`config.mk`:
```
export PLATFORM = sky130hd
export DESIGN_NAME = input_buffer_loader
export DESIGN_NICKNAME = d
export VERILOG_FILES = /design/src/rtl/input_buffer_loader_pkg.sv /design/src/rtl/input_buffer_loader_load_addr_counter.sv /design/src/rtl/input_buffer_loader.sv
export SDC_FILE = /design/constraint.sdc
export NUM_CORES = 1
export LEC_CHECK = 0
export ABC_AREA = 1
export ABC_CLOCK_PERIOD_IN_PS = 3700
export CAP_MARGIN = 20
export CORE_MARGIN = 3
export CORE_UTILIZATION = 40
export CTS_CLUSTER_SIZE = 30
export DETAILED_ROUTE_END_ITERATION = 12
export PLACE_DENSITY = 0.7
export SLEW_MARGIN = 10
export SYNTH_ARGS = -nofsm -noshare
export SYNTH_HDL_FRONTEND = slang
export SYNTH_SLANG_ARGS = --single-unit
```
`constraint.sdc`:
```
create_clock -name clk -period 3.7 [get_ports clk]
set_input_delay 0.555 -clock clk [delete_from_list [all_inputs] [get_ports clk]]
set_output_delay 0.555 -clock clk [all_outputs]
set_load 0.005 [all_outputs]
```
`src/rtl/input_buffer_loader_pkg.sv`:
```
// Shared widths and load-stage FSM encoding for the input buffer loader and reader stages.
package input_buffer_loader_pkg;

  localparam int unsigned DATA_WIDTH = 8;
  localparam int unsigned ADDR_WIDTH = 4;

  typedef enum logic [1:0] {
    IDLE = 2'd0,
    LOAD = 2'd1,
    DONE = 2'd2
  } load_state_t;

endpackage

```
`src/rtl/input_buffer_loader_load_addr_counter.sv`:
```
// Frame base latch plus wrapping word offset; produces the next buffer write address.
module load_addr_counter #(
  parameter int unsigned AW = 4
) (
  input  logic          clk,
  input  logic          rst_n,
  input  logic          clear,
  input  logic [AW-1:0] base_in,
  input  logic          inc,
  output logic [AW-1:0] addr_c,
  output logic [AW:0]   cnt
);

  localparam int unsigned CW = AW + 1;

  logic [AW-1:0] base_q, base_d;
  logic [AW:0]   cnt_q, cnt_d;

  always_comb begin
    base_d = base_q;
    cnt_d  = cnt_q;
    if (clear) begin
      base_d = base_in;
      cnt_d  = '0;
    end else if (inc) begin
      cnt_d = CW'(cnt_q + CW'(1));
    end
  end

  always_ff @(posedge clk or negedge rst_n) begin
    if (!rst_n) begin
      base_q <= '0;
      cnt_q  <= '0;
    end else begin
      base_q <= base_d;
      cnt_q  <= cnt_d;
    end
  end

  // Address arithmetic is modulo the buffer depth, so frames may wrap past the top.
  assign addr_c = AW'(base_q + cnt_q[AW-1:0]);
  assign cnt    = cnt_q;

endmodule

```
`src/rtl/input_buffer_loader.sv`:
```
// Loads one frame from a valid/ready stream into consecutive input_buffer addresses.
module input_buffer_loader
  import input_buffer_loader_pkg::*;
#(
  parameter int unsigned LD_DATA_WIDTH = DATA_WIDTH,
  parameter int unsigned LD_ADDR_WIDTH = ADDR_WIDTH
) (
  input  logic                     clk,
  input  logic                     rst_n,
  input  logic                     start,
  input  logic                     abort,
  input  logic [LD_ADDR_WIDTH-1:0] base_addr,
  input  logic [LD_ADDR_WIDTH:0]   frame_len,
  input  logic                     s_valid,
  input  logic [LD_DATA_WIDTH-1:0] s_data,
  output logic                     s_ready,
  output logic                     wr_en,
  output logic [LD_ADDR_WIDTH-1:0] wr_addr,
  output logic [LD_DATA_WIDTH-1:0] wr_data,
  output logic                     busy,
  output logic                     done,
  output logic                     len_err,
  output logic [LD_ADDR_WIDTH:0]   word_cnt
);

  localparam int unsigned LW = LD_ADDR_WIDTH + 1;
  localparam logic [LD_ADDR_WIDTH:0] DEPTH = LW'(1) << LD_ADDR_WIDTH;

  load_state_t state_q, state_d;
  logic [LD_ADDR_WIDTH:0]   len_q, len_d;
  logic                     len_err_q, len_err_d;
  logic                     wr_en_q, wr_en_d;
  logic [LD_ADDR_WIDTH-1:0] wr_addr_q, wr_addr_d;
  logic [LD_DATA_WIDTH-1:0] wr_data_q, wr_data_d;

  logic                     accept_start;
  logic                     accept_word;
  logic                     last_word;
  logic [LD_ADDR_WIDTH-1:0] next_addr;
  logic [LD_ADDR_WIDTH:0]   cnt;

  assign s_ready      = (state_q == LOAD) && !abort;
  assign accept_word  = s_ready && s_valid;
  assign accept_start = (state_q == IDLE) && start && !abort;
  assign last_word    = accept_word && (LW'(cnt + LW'(1)) == len_q);

  load_addr_counter #(
    .AW(LD_ADDR_WIDTH)
  ) u_addr_counter (
    .clk    (clk),
    .rst_n  (rst_n),
    .clear  (accept_start),
    .base_in(base_addr),
    .inc    (accept_word),
    .addr_c (next_addr),
    .cnt    (cnt)
  );

  always_comb begin
    state_d   = state_q;
    len_d     = len_q;
    len_err_d = len_err_q;
    wr_en_d   = accept_word;
    wr_addr_d = wr_addr_q;
    wr_data_d = wr_data_q;

    case (state_q)
      IDLE: begin
        if (accept_start) begin
          // Oversized requests are clamped to the buffer depth and flagged stickily.
          if (frame_len > DEPTH) begin
            len_d     = DEPTH;
            len_err_d = 1'b1;
          end else begin
            len_d = frame_len;
          end
          state_d = (frame_len == '0) ? DONE : LOAD;
        end
      end
      LOAD: begin
        if (abort) begin
          state_d = IDLE;
        end else if (last_word) begin
          state_d = DONE;
        end
      end
      DONE: state_d = IDLE;
      default: state_d = IDLE;
    endcase

    if (accept_word) begin
      wr_addr_d = next_addr;
      wr_data_d = s_data;
    end
  end

  always_ff @(posedge clk or negedge rst_n) begin
    if (!rst_n) begin
      state_q   <= IDLE;
      len_q     <= '0;
      len_err_q <= 1'b0;
      wr_en_q   <= 1'b0;
      wr_addr_q <= '0;
      wr_data_q <= '0;
    end else begin
      state_q   <= state_d;
      len_q     <= len_d;
      len_err_q <= len_err_d;
      wr_en_q   <= wr_en_d;
      wr_addr_q <= wr_addr_d;
      wr_data_q <= wr_data_d;
    end
  end

  assign wr_en    = wr_en_q;
  assign wr_addr  = wr_addr_q;
  assign wr_data  = wr_data_q;
  assign len_err  = len_err_q;
  assign busy     = (state_q == LOAD);
  assign done     = (state_q == DONE);
  assign word_cnt = cnt;

endmodule

```
==> flow_summary_export.csv <==
group,metric,value,unit
routing,drc,0,
power,p_sw_frac,0.3190,
die,coreArea,0.003416,mm2
sta,tightest_slew,0.4385,ns
power,power-per-cell-area,595.1,mW/mm2
routing,dr_total_vias,1256,
hold_path,min_path_type,"reg2reg",
die,num_rows,21,
sta,slew_violations,0,
routing,post_drt_wl_per_cell,12.35,um
power,combPwrFrac,0.363,
synthesis,ys_types,23,
global_route,antenna_found_initial,0,
sta,period_share,0.6210,
finish,finish.net_count,245,
place,io_buffer_count,43,
job,cap_viol_max_count,0,
routing,final_antenna_net_count,0,
finish,area_growth_syn_to_layout,37.89,%
sta,max_slew_margin,0.7069,
place,hpwl,2458,um
clocking,hold_buffers,0,
place,place_congestion,0.8131,
global_route,grt_overflow_total,0,
synthesis,synth-seq-cells,30,
synthesis,avgSynthCellArea,8.567,um2
setup_path,startpoint_type,"primary input",
finish,nFillCells,318,
power,power_leakage,0.0009972,uW
clocking,insertion_delay,0.33,ns
synthesis,synthesis.nets,197,
global_route,track_usage,0.1695,
global_route,grt_start_max_net_pins,31,
clocking,path_clk_slew,0.09,ns
die,die_w,66.34,um
global_route,grt_first_pass_wirelength,5533,um
die,start_util,0.4264,
die,ioPinCount,44,
routing,drt_iter0_markers,76,
finish,insertedDiodeCount,0,
synthesis,ys_warn_count,0,
die,die_height,66.34,um
synthesis,syn_area,0.001456,mm2
sta,hold_viol,0,
clocking,ctsResizeCount,0,
sta,finalSetupTns,0,ns
setup_path,critPathKind,"in2out",
setup_path,crit_path_max_fanout,3,
clocking,postCtsSetupBuffers,0,
setup_path,critPathBufInv,4,
routing,wl,3273,um
power,ir_worst_vdd,211.3,uV
status,outcome,"complete, no violations",
synthesis,ys_seq_area_frac,0.5155,
setup_path,critPathArrivalTime,1.74,ns
global_route,grt_pass1_vias,1301,
sta,max_freq,435.3,MHz
setup_path,max_stage_delay,0.51,ns
power,p_sw,381.3,uW
power,p_int,813.8,uW
routing,vias_per_cell,4.740,
finish,post-route-util,0.5879,
clocking,cts_buffers,5,
power,seq_power_share,0.424,
power,clockPowerShare,0.212,
routing,firstDrtPassIters,4,
clocking,cts_tree,"yes",
setup_path,crit_chain,"clkdlybuf4s50_1, inv_1, nand2_4, inv_1, clkdlybuf4s50_1",
clocking,clock_tree.root_cell,"clkbuf_4",
clocking,h-tree-depth,2,
clocking,cts_sinks,30,
setup_path,crit_required,3.14,ns
setup_path,slowest_stage,"clkdlybuf4s50_1",
setup_path,end_kind,"output pin",
sta,holdWs,0.4823,ns
sta,finalWorstPathRequiredPeriod,2.298,ns
sta,fin_skew,0.006006,ns
die,dieArea,0.004401,mm2
clocking,clk_path_buf_depth,2,
finish,drive_gt1_frac,0.08676,
sta,rsz0062_at_grt,"false",
sta,finalSetupViolations,0,
synthesis,syn_inst,170,
setup_path,crit_family,"buffers and inverters",
per-layer routing:
| metal | GRT usage | vias up | routed length, um |
|---|---|---|---|
| li1 | - | 623 | - |
| met1 | 0.1914 | 577 | 1329 |
| met2 | 0.2875 | 49 | 1662 |
| met3 | 0.04252 | 7 | 217 |
| met4 | 0.09645 | 0 | 64 |
| met5 | 0 | - | 0 |
layout make-up:
cell class	count	area, um2	share of cell area
clock inverters	3	40.04	0.01994
well taps	46	57.56	0.02866
flip-flops and latches	30	750.7	0.3738
inverters	24	90.09	0.04486
repair buffers	44	437.9	0.2181
multi-input cells	113	594.3	0.2959
clock buffers	5	37.54	0.01869
worst min-delay path, cell delays in order (launching register included):
cell	delay, ns
dfrtp_1	0.35
nand2_1	0.05
nand2_1	0.05
final timing paths:
check	startpoint	to	slack, ns	depth (start not counted)
setup / recovery	abort	s_ready	1.40	5
hold / removal	wr_data[6]$_DFFE_PN0P_	wr_data[6]$_DFFE_PN0P_	0.48	2
setup reg to reg	u_addr_counter.cnt[0]$_DFFE_PN0P_	state_q[1]$_DFFE_PN0P_	2.02	11
hold reg to reg	wr_data[6]$_DFFE_PN0P_	wr_data[6]$_DFFE_PN0P_	0.48	2
max in group asynchronous	rst_n	len_q[4]$_DFFE_PN0P_	2.82	2
min in group asynchronous	rst_n	wr_data[5]$_DFFE_PN0P_	0.61	2
kinds of logic after synthesis:
family / after synthesis / synth area share
buffers and inverters: 27 / 0.07646
xor gates and xnor gates: 5 / 0.03007
and+or+nand+nor: 85 / 0.2603
AOI/OAI and AO/OA: 18 / 0.06959
adders and majority gates: 5 / 0.04811
DFF: 30 / 0.5155
cells in the mapped netlist, drive strengths merged:
master	instances	area, um2
o31ai	1	7.510
nand4	3	18.77
o21ai	8	40.04
nand2	64	247.7
a21oi	4	20.02
ha	4	50.05
o22ai	4	25.02
xor2	3	26.28
xnor2	2	17.52
nand3	7	40.04
buf	3	21.27
nor2	11	72.57
a31o	1	8.760
dfrtp	30	750.7
fa	1	20.02
inv	24	90.09
state kept, by name, indices dropped and copies added (netlist names):
| register | flops |
|---|---|
| wr_en | 1 |
| wr_addr | 4 |
| len_q | 5 |
| wr_data | 8 |
| u_addr_counter.cnt | 5 |
| state_q | 2 |
| u_addr_counter.base_q | 4 |
| len_err | 1 |
power by group through the flow:
stage | Sequential, uW | Combinational (uW) | Clock (uW)
3_5_place_dp | 513 | 439 | 0
4_1_cts | 508 | 441 | 262
2_1_floorplan | 506 | 208 | 0
3_3_place_gp | 506 | 425 | 0
6_report | 507 | 434 | 254
5_1_grt | 521 | 493 | 280
through the flow:
stage                     instances  cell area (um2)  total power (uW)  setup slack, ns
final                           265             2008              1195            1.402
after global routing            265             2008              1294            1.341
after CTS                       265             2008              1211            1.389
after detailed placement        257             1931             951.8            1.398
after global placement          257             1931             931.4            1.426
after floorplan                 170             1456             713.7            2.272
placed cells by master (no fill, tap or decap):
cell,instances
o22ai_1,4
nor2_8,1
nand3_1,6
nor2_4,1
fa_1,1
dfrtp_1,30
buf_4,1
ha_1,4
o21ai_0,8
bufinv_16,1
nor2_2,3
a31o_2,1
nand2_1,63
nand2_4,1
inv_2,2
nand4_1,3
xor2_1,3
o31ai_1,1
clkbuf_4,5
a21oi_1,4
nor2_1,6
xnor2_1,2
clkdlybuf4s50_1,43
inv_1,22
clkinv_2,2
nand3_2,1
Note: power is estimated with default switching activity, not from simulation.
